File: config.mk
export PLATFORM = sky130hd
export DESIGN_NAME = mode_counter
export DESIGN_NICKNAME = d
export VERILOG_FILES = /design/src/rtl/mode_counter_pkg.sv /design/src/rtl/mode_counter_enc.sv /design/src/rtl/mode_counter.sv
export SDC_FILE = /design/constraint.sdc
export NUM_CORES = 1
export LEC_CHECK = 0
export ABC_AREA = 1
export BUFFER_PORTS_ARGS = -buffer_cell sky130_fd_sc_hd__buf_2
export CAP_MARGIN = 20
export CORE_UTILIZATION = 45
export CTS_CLUSTER_SIZE = 30
export DETAILED_ROUTE_END_ITERATION = 16
export PLACE_DENSITY = 0.74
export SYNTH_ARGS = -nofsm -noshare
export SYNTH_HDL_FRONTEND = slang
export SYNTH_SLANG_ARGS = --single-unit
File: constraint.sdc
create_clock -name clk -period 3.2 [get_ports clk]
set_clock_uncertainty 0.05 [all_clocks]
set_input_delay 0.8 -clock clk [delete_from_list [all_inputs] [get_ports clk]]
set_output_delay 0.8 -clock clk [all_outputs]
set_load 0.05 [all_outputs]
File: src/rtl/mode_counter_pkg.sv
// rtl/mode_counter_pkg.sv - mode encodings and modulus helper for mode_counter
package mode_counter_pkg;

    typedef enum logic [1:0] {
        MODE_BIN     = 2'b00,
        MODE_GRAY    = 2'b01,
        MODE_JOHNSON = 2'b10,
        MODE_RING    = 2'b11
    } mode_t;

    // Number of distinct indices the counter walks through in a given mode.
    function automatic int unsigned M(mode_t mode, int unsigned width);
        case (mode)
            MODE_BIN, MODE_GRAY: return 32'd1 << width;
            MODE_JOHNSON:        return 32'd2 * width;
            default:             return width;
        endcase
    endfunction

endpackage

File: src/rtl/mode_counter_enc.sv
// rtl/mode_counter_enc.sv - combinational index-to-code encoder (binary, Gray, Johnson, ring)
module mode_counter_enc
    import mode_counter_pkg::*;
#(
    parameter int WIDTH = 4
) (
    input  logic [WIDTH-1:0] idx_i,
    input  mode_t            mode_i,
    output logic [WIDTH-1:0] code_o
);

    logic [31:0] k;
    logic [31:0] ones_k;
    logic [31:0] ones_all;
    logic [31:0] john_hi;
    logic [31:0] ring;

    always_comb begin
        k        = 32'(idx_i);
        ones_k   = (32'd1 << k) - 32'd1;
        ones_all = (32'd1 << WIDTH) - 32'd1;
        // Only meaningful when k > WIDTH; the zeros shifted in walk up from the LSB.
        john_hi  = ones_all << (k - 32'(WIDTH));
        ring     = 32'd1 << k;
        code_o   = '0;
        case (mode_i)
            MODE_BIN:     code_o = idx_i;
            MODE_GRAY:    code_o = idx_i ^ (idx_i >> 1);
            MODE_JOHNSON: code_o = (k <= 32'(WIDTH)) ? ones_k[WIDTH-1:0] : john_hi[WIDTH-1:0];
            default:      code_o = ring[WIDTH-1:0];
        endcase
    end

endmodule

File: src/rtl/mode_counter.sv
// rtl/mode_counter.sv - multi-mode up/down counter with registered encoded state, tc and wrap
// Optional load path enabled by defining MODE_COUNTER_LOAD_EN.
module mode_counter
    import mode_counter_pkg::*;
#(
    parameter int WIDTH = 4
) (
    input  logic             clk,
    input  logic             reset,
`ifdef MODE_COUNTER_LOAD_EN
    input  logic             load,
    input  logic [WIDTH-1:0] d,
`endif
    input  logic             en,
    input  logic             Y,
    input  logic [1:0]       mode,
    output logic [WIDTH-1:0] Q,
    output logic             tc,
    output logic             wrap
);

    localparam logic [WIDTH:0]   MOD_ONE = (WIDTH+1)'(1);
    localparam logic [WIDTH-1:0] IDX_ONE = WIDTH'(1);

    mode_t            mode_e;
    logic [WIDTH:0]   mod_w;
    logic [WIDTH:0]   mod_m1;
    logic [WIDTH-1:0] last_idx;
    logic             in_range;

    logic [WIDTH-1:0] idx_q, idx_d;
    logic [WIDTH-1:0] q_q, code_d;
    logic             tc_q, tc_d;
    logic             wrap_q, wrap_d;

    assign mode_e   = mode_t'(mode);
    assign mod_w    = (WIDTH+1)'(M(mode_e, WIDTH));
    assign mod_m1   = mod_w - MOD_ONE;
    assign last_idx = mod_m1[WIDTH-1:0];
    assign in_range = ({1'b0, idx_q} < mod_w);

    always_comb begin
        idx_d  = idx_q;
        wrap_d = 1'b0;
`ifdef MODE_COUNTER_LOAD_EN
        if (load) begin
            idx_d = ({1'b0, d} < mod_w) ? d : '0;
        end else
`endif
        if (!in_range) begin
            // A mode change can leave the index beyond the new modulus.
            idx_d = '0;
        end else if (en) begin
            if (Y) begin
                if (idx_q == last_idx) begin
                    idx_d  = '0;
                    wrap_d = 1'b1;
                end else begin
                    idx_d = idx_q + IDX_ONE;
                end
            end else begin
                if (idx_q == '0) begin
                    idx_d  = last_idx;
                    wrap_d = 1'b1;
                end else begin
                    idx_d = idx_q - IDX_ONE;
                end
            end
        end
        tc_d = Y ? (idx_d == last_idx) : (idx_d == '0);
    end

    mode_counter_enc #(
        .WIDTH(WIDTH)
    ) u_enc (
        .idx_i (idx_d),
        .mode_i(mode_e),
        .code_o(code_d)
    );

    always_ff @(posedge clk or negedge reset) begin
        if (!reset) begin
            idx_q  <= '0;
            q_q    <= '0;
            tc_q   <= 1'b0;
            wrap_q <= 1'b0;
        end else begin
            idx_q  <= idx_d;
            q_q    <= code_d;
            tc_q   <= tc_d;
            wrap_q <= wrap_d;
        end
    end

    assign Q    = q_q;
    assign tc   = tc_q;
    assign wrap = wrap_q;

endmodule

After elaboration in Yosys (flattened, before gate mapping)
Index checks and enable logic that the tools add are counted.
Widths: inputs -> output; s select.
{"block": "totals", "n_memories": 0, "output_inout_bits": 6, "elab_cells": 36, "ramBits": 0, "rom_bits": 0, "register_bits": 10, "latchBits": 0, "in_bits": 6}
{"block": "classes", "n_lt_le_gt_ge": 2, "n_reduce_logical": 4, "add_sub_neg": 5, "bitwise_logic": 1, "shifts": 2, "mul": 0, "n_div": 0, "mux": 14, "n_eq_ne": 4}
{"cell": "$shl 4x32->4 const A", "count": 1}
{"cell": "$mux 4", "count": 6}
{"cell": "$pmux 4 s3", "count": 1}
{"cell": "$sub 4x1->4 const B", "count": 3}
{"cell": "$pmux 5 s2", "count": 1}
{"cell": "$eq 4x4->1", "count": 2}
{"cell": "$logic_not 4->1", "count": 2}
{"cell": "$mux 1", "count": 6}
{"cell": "$lt 4x5->1", "count": 1}
{"cell": "$sub 4x3->5 const B", "count": 1}
{"cell": "$add 4x1->4 const B", "count": 1}
{"cell": "$le 4x3->1 const B", "count": 1}
{"cell": "$shl 1x4->4 const A", "count": 1}
{"cell": "$xor 4x3->4", "count": 1}
{"cell": "$eq 2x1->1 const B", "count": 1}
{"cell": "$eq 2x2->1 const B", "count": 1}
{"cell": "$logic_not 2->1", "count": 1}
{"cell": "$reduce_or 2->1", "count": 1}

Logic depth before layout (Yosys ltp)
{"block": "logic_depth", "depth_word": 13, "ltp_mapped": 22, "depth_no_buf": 21}

By module
A second synthesis with hierarchy kept.
{"block": "hier_totals", "hier_cells": 163, "hier_area_um2": 1076.0}
{"mod": "mode_counter", "cells_each": 97, "area_each_um2": 734.5, "instances": 1}
{"mod": "mode_counter_enc", "cells_each": 66, "area_each_um2": 341.6, "instances": 1}

Least setup slack after synthesis
OpenSTA, ideal clock, no wires.
{"block": "synth_timing", "path_kind": "in2reg", "startpoint": "input mode[1]", "endpoint": "register q_q[2], in the netlist Q[2]", "slack_ps": 198, "t_arrival_ps": 2834, "n_path_buf": 0, "cell_stages": 18, "path_cell_list": "inv_1 > nor2_1 > inv_1 > ha_1 > nand3_2 > o21ai_2 > inv_2 > nand2_1 > o21ai_4 > inv_2 > ha_1 > or2_2 > nand2_4 > nand2_1 > nor2_1 > nor2_1 > nand2_1 > a21oi_2"}
{"block": "synth_between", "elab_chain_cells": 13}
{"element": "from (decl)", "line_no": "mode_counter.sv:16", "text": "input logic [1:0] mode,"}
{"element": "$eq 2x1->1 or $logic_not 2->1 (tied branches)", "line_no": "mode_counter_pkg.sv:13", "text": "case (mode)"}
{"element": "$reduce_or 2->1", "line_no": "mode_counter_pkg.sv:13"}
{"element": "$pmux 5 s2 *", "line_no": "mode_counter_pkg.sv:13"}
{"element": "$sub 4x1->4", "line_no": "mode_counter.sv:38", "text": "assign mod_m1 = mod_w - MOD_ONE;"}
{"element": "$eq 4x4->1", "line_no": "mode_counter.sv:55", "text": "if (idx_q == last_idx) begin"}
{"element": "$mux 4", "line_no": "mode_counter.sv:55"}
{"element": "$mux 4", "line_no": "mode_counter.sv:54", "text": "if (Y) begin"}
{"element": "$mux 4", "line_no": "mode_counter.sv:53", "text": "end else if (en) begin"}
{"element": "$mux 4 *", "line_no": "mode_counter.sv:50", "text": "if (!in_range) begin"}
{"element": "via idx_d[0]", "line_no": "mode_counter.sv:31", "text": "logic [WIDTH-1:0] idx_q, idx_d;"}
{"element": "$sub 4x3->5 or $shl 1x4->4 (tied branches)", "line_no": "mode_counter_enc.sv:23, mode_counter_enc.sv:20, mode_counter_enc.sv:24"}
{"element": "$shl 4x32->4 or $sub 4x1->4 (tied branches)", "line_no": "mode_counter_enc.sv:23, mode_counter_enc.sv:20"}
{"element": "$mux 4", "line_no": "mode_counter_enc.sv:29", "text": "MODE_JOHNSON: code_o = (k <= 32'(WIDTH)) ? ones_k[WIDTH-1:0] : john_hi[WIDTH-1:0];"}
{"element": "$pmux 4 s3 *", "line_no": "mode_counter_enc.sv:26", "text": "case (mode_i)"}
{"element": "via code_d[2]", "line_no": "mode_counter.sv:32", "text": "logic [WIDTH-1:0] q_q, code_d;"}
{"element": "to (signal assigned)", "line_no": "mode_counter.sv:89", "text": "q_q <= code_d;"}
{"element": "to (decl)", "line_no": "mode_counter.sv:32"}
The timed path passes the listed nets; every way through them passes the cells marked *.

Worst setup path after layout
{"block": "layout_timing", "startpoint": "input mode[0]", "endpoint": "register q_q[2], in the netlist Q[2]"}
{"block": "layout_between", "elab_chain_cells": 13}
{"element": "$eq 2x1->1 or $logic_not 2->1 (tied branches)", "line_no": "mode_counter_pkg.sv:13, mode_counter_enc.sv:26"}
{"element": "$reduce_or 2->1", "line_no": "mode_counter_pkg.sv:13"}
{"element": "$pmux 5 s2", "line_no": "mode_counter_pkg.sv:13"}
{"element": "$sub 4x1->4", "line_no": "mode_counter.sv:38"}
{"element": "$eq 4x4->1", "line_no": "mode_counter.sv:55"}
{"element": "$mux 4", "line_no": "mode_counter.sv:55"}
{"element": "$mux 4", "line_no": "mode_counter.sv:54"}
{"element": "$mux 4", "line_no": "mode_counter.sv:53"}
{"element": "$mux 4", "line_no": "mode_counter.sv:50"}
{"element": "$sub 4x3->5 or $shl 1x4->4 (tied branches)", "line_no": "mode_counter_enc.sv:23, mode_counter_enc.sv:20, mode_counter_enc.sv:24"}
{"element": "$shl 4x32->4 or $sub 4x1->4 (tied branches)", "line_no": "mode_counter_enc.sv:23, mode_counter_enc.sv:20"}
{"element": "$mux 4", "line_no": "mode_counter_enc.sv:29"}
{"element": "$pmux 4 s3 *", "line_no": "mode_counter_enc.sv:26"}
{"element": "via code_d[2]", "line_no": "mode_counter.sv:32"}
Marked as above.

==> results.yml <==
global_routing:
  antenna_found_initial: 0
  grt_pass1_vias: 1022
  grt_max_degree: 11
  grt_use_met1: 0.254
  grt_use_met3: 0.0497
  gr-total-overflow: 0
  grt_use_total: 0.221
  use_met2: 0.405
  gr-max-usage-layer: "met2"
  grt_pass1_wl_um: 4310
synthesis:
  netlist_area_um2: 1110
  syn_avg_cell_area_um2: 7.28
  async_reset_ff_frac: 1.00
  synth_edf_count: 0
  syn_nets: 167
  synth_largest_area_cell: "dfrtp_1"
  yosysSeqAreaShare: 0.226
  synth_seq_cells: 10
  synth_top_area_share: 0.226
  synth_area_leaders: "dfrtp_1, ha_1, nand2_1"
  synth_warnings: 0
  synth-main-ff-cell: "dfrtp_1"
  synth_cell_types: 31
  synthesis.instances: 152
finish:
  diodes: 0
  nNetsFinal: 184
  stdcell_count: 196
  stdcell_area_um2: 1240
  area_delta_synth_final_pct: 12.0
  mostFrequentLayoutCell: "nand2_1"
  final_cell_mix: "nand2_1, inv_1, nand3_1, nor2_1, buf_2"
  fillers: 226
  drive_above_1_share: 0.327
  post-route-util: 0.549
routing:
  drtPass1Iterations: 4
  drt_iter0_markers: 32
  wl_per_cell_um: 13.1
  drt-total-wl_um: 2570
  vias: 1007
  drtAntennaViolNets: 0
  drc: 0
  viasPerCell: 5.14
timing:
  worst_slew_pin_slew_ns: 0.387
  finalCritPeriodShare: 0.920
  finalHoldViolCount: 0
  setup_viol: 0
  fin_tns_setup_ns: 0
  final-max-slew-violation-count: 0
  slew_headroom: 0.742
  clock.fmax_ghz: 0.340
  hold_slack_ns: 0.332
  rsz0062_at_grt: "no"
  min_period_ns: 2.94
setup_path:
  rr_worst_depth: 19
  cp.arrival_ns: 3.08
  critPathLaunchType: "primary input"
  crit_path_end_kind: "register"
  path_max_fanout: 9
  required_ns: 3.34
  path_class: "primary input to register"
floorplan:
  die-height_um: 51.6
  die_w_um: 51.6
  ioPinCount: 12
  fp.dieArea_um2: 2660
  rows: 17
  coreArea_um2: 2250
  start_util: 0.491
clock_network:
  clock_latency_ns: 0.26
  clkTransAtPathRegs_ns: 0.07
  cts_buffers: 3
  h-tree-depth: 1
  cts_setup_buffers: 0
  clk_path_buf_depth: 2
  cts.sinks: 10
  cts_tree: "done"
  cts_hold_buf: 0
  cts_root_buf: "clkbuf_4"
placed_design:
  io_buffers: 11
  place_area_um2: 1200
  place.gp.congestion: 0.910
  dp_cells: 192
  dp_hpwl_um: 2060
pwr:
  ir_worst_vdd_v: 0.000609
  power.leakage_nw: 0.655
  power.density_nw_per_um2: 976
run_status:
  status: "completed"
flow_run:
  maxCapViolations: 0
hold_path:
  hold_path.class: "primary input to async pin"
-- where the power goes --
part	total (mW)	leakage (nW)	internal (mW)	switching, mW
logic	0.869	0.506	0.276	0.593
clock network	0.111	0.0210	0.0690	0.0418
registers	0.229	0.128	0.180	0.0496
-- repair_timing --
item	in CTS	in global routing
endpoints found under the setup margin	0	2
hold endpoints to repair	0	0
gates resized for setup	0	2
-- flip-flops by register name, indices dropped and copies added, names as in the netlist --
name / flops
tc: 1
idx_q: 4
Q: 4
wrap: 1
-- metrics by stage --
stage | setup slack, ns | total power [mW]
5_1_grt | 0.0435 | 1.31
3_5_place_dp | -0.0729 | 1.09
6_report | 0.257 | 1.21
3_3_place_gp | 0.0598 | 1.06
2_1_floorplan | 0.198 | 0.914
4_1_cts | 0.199 | 1.20
-- cells by family after synthesis --
family / count (synthesis) / synth area share
and+or+nand+nor: 83 / 0.417
buffers and inverters: 31 / 0.129
AOI/OAI and AO/OA: 17 / 0.110
DFF: 10 / 0.226
adders and majority gates: 9 / 0.102
xor gates and xnor gates: 2 / 0.0158
-- cells in the mapped netlist, types with 2 or more instances --
cell     number
o21ai_0       2
nand4_1       4
o21ai_2       2
inv_1        22
nand2_2       8
buf_6         2
nand3_1      12
nand2_4       4
nand3_2       4
nor2_1       13
nand2_1      30
a21oi_1       7
inv_2         4
ha_1          9
nor2_4        4
dfrtp_1      10
-- metal layers --
metal	routed length [um]	vias up	share of wire
met4	36	0	0.014
li1	-	513	-
met5	0	-	0
met3	60	4	0.023
met2	1320	21	0.51
met1	1150	469	0.45
-- final timing paths --
kind / start / end / slack [ns]
hold / removal: reset / idx_q[3] / 0.33
min in group clk: idx_q[0] / idx_q[0] / 0.79
hold reg to reg: idx_q[0] / idx_q[0] / 0.79
setup / recovery: mode[0] / Q[2] / 0.26
setup reg to reg: idx_q[2] / Q[2] / 0.53
max in group asynchronous: reset / Q[1] / 2.58
-- critical path: stages --
cell	delay (ns)
buf_2	0.15
nand2_2	0.10
inv_1	0.06
ha_1	0.27
inv_1	0.05
nand2_1	0.07
nor2_4	0.13
nand2_4	0.07
nand2_1	0.06
nor2_1	0.04
nand2_1	0.07
nand2_2	0.08
nand2_4	0.14
ha_1	0.16
inv_1	0.05
or2_2	0.29
nand2_4	0.10
inv_1	0.07
nand3_1	0.08
nand2_1	0.07
a21oi_2	0.13
-- cell type report --
cell class                 instances  area [um^2]  share of cell area
inverter                          28          113              0.0909
clock buffer                       4         36.3              0.0293
timing repair buffer              15         85.1              0.0687
sequential                        10          250               0.202
tap                               28         35.0              0.0283
multi-input combinational        111          719               0.581
Power figures use the tool's default switching activity.
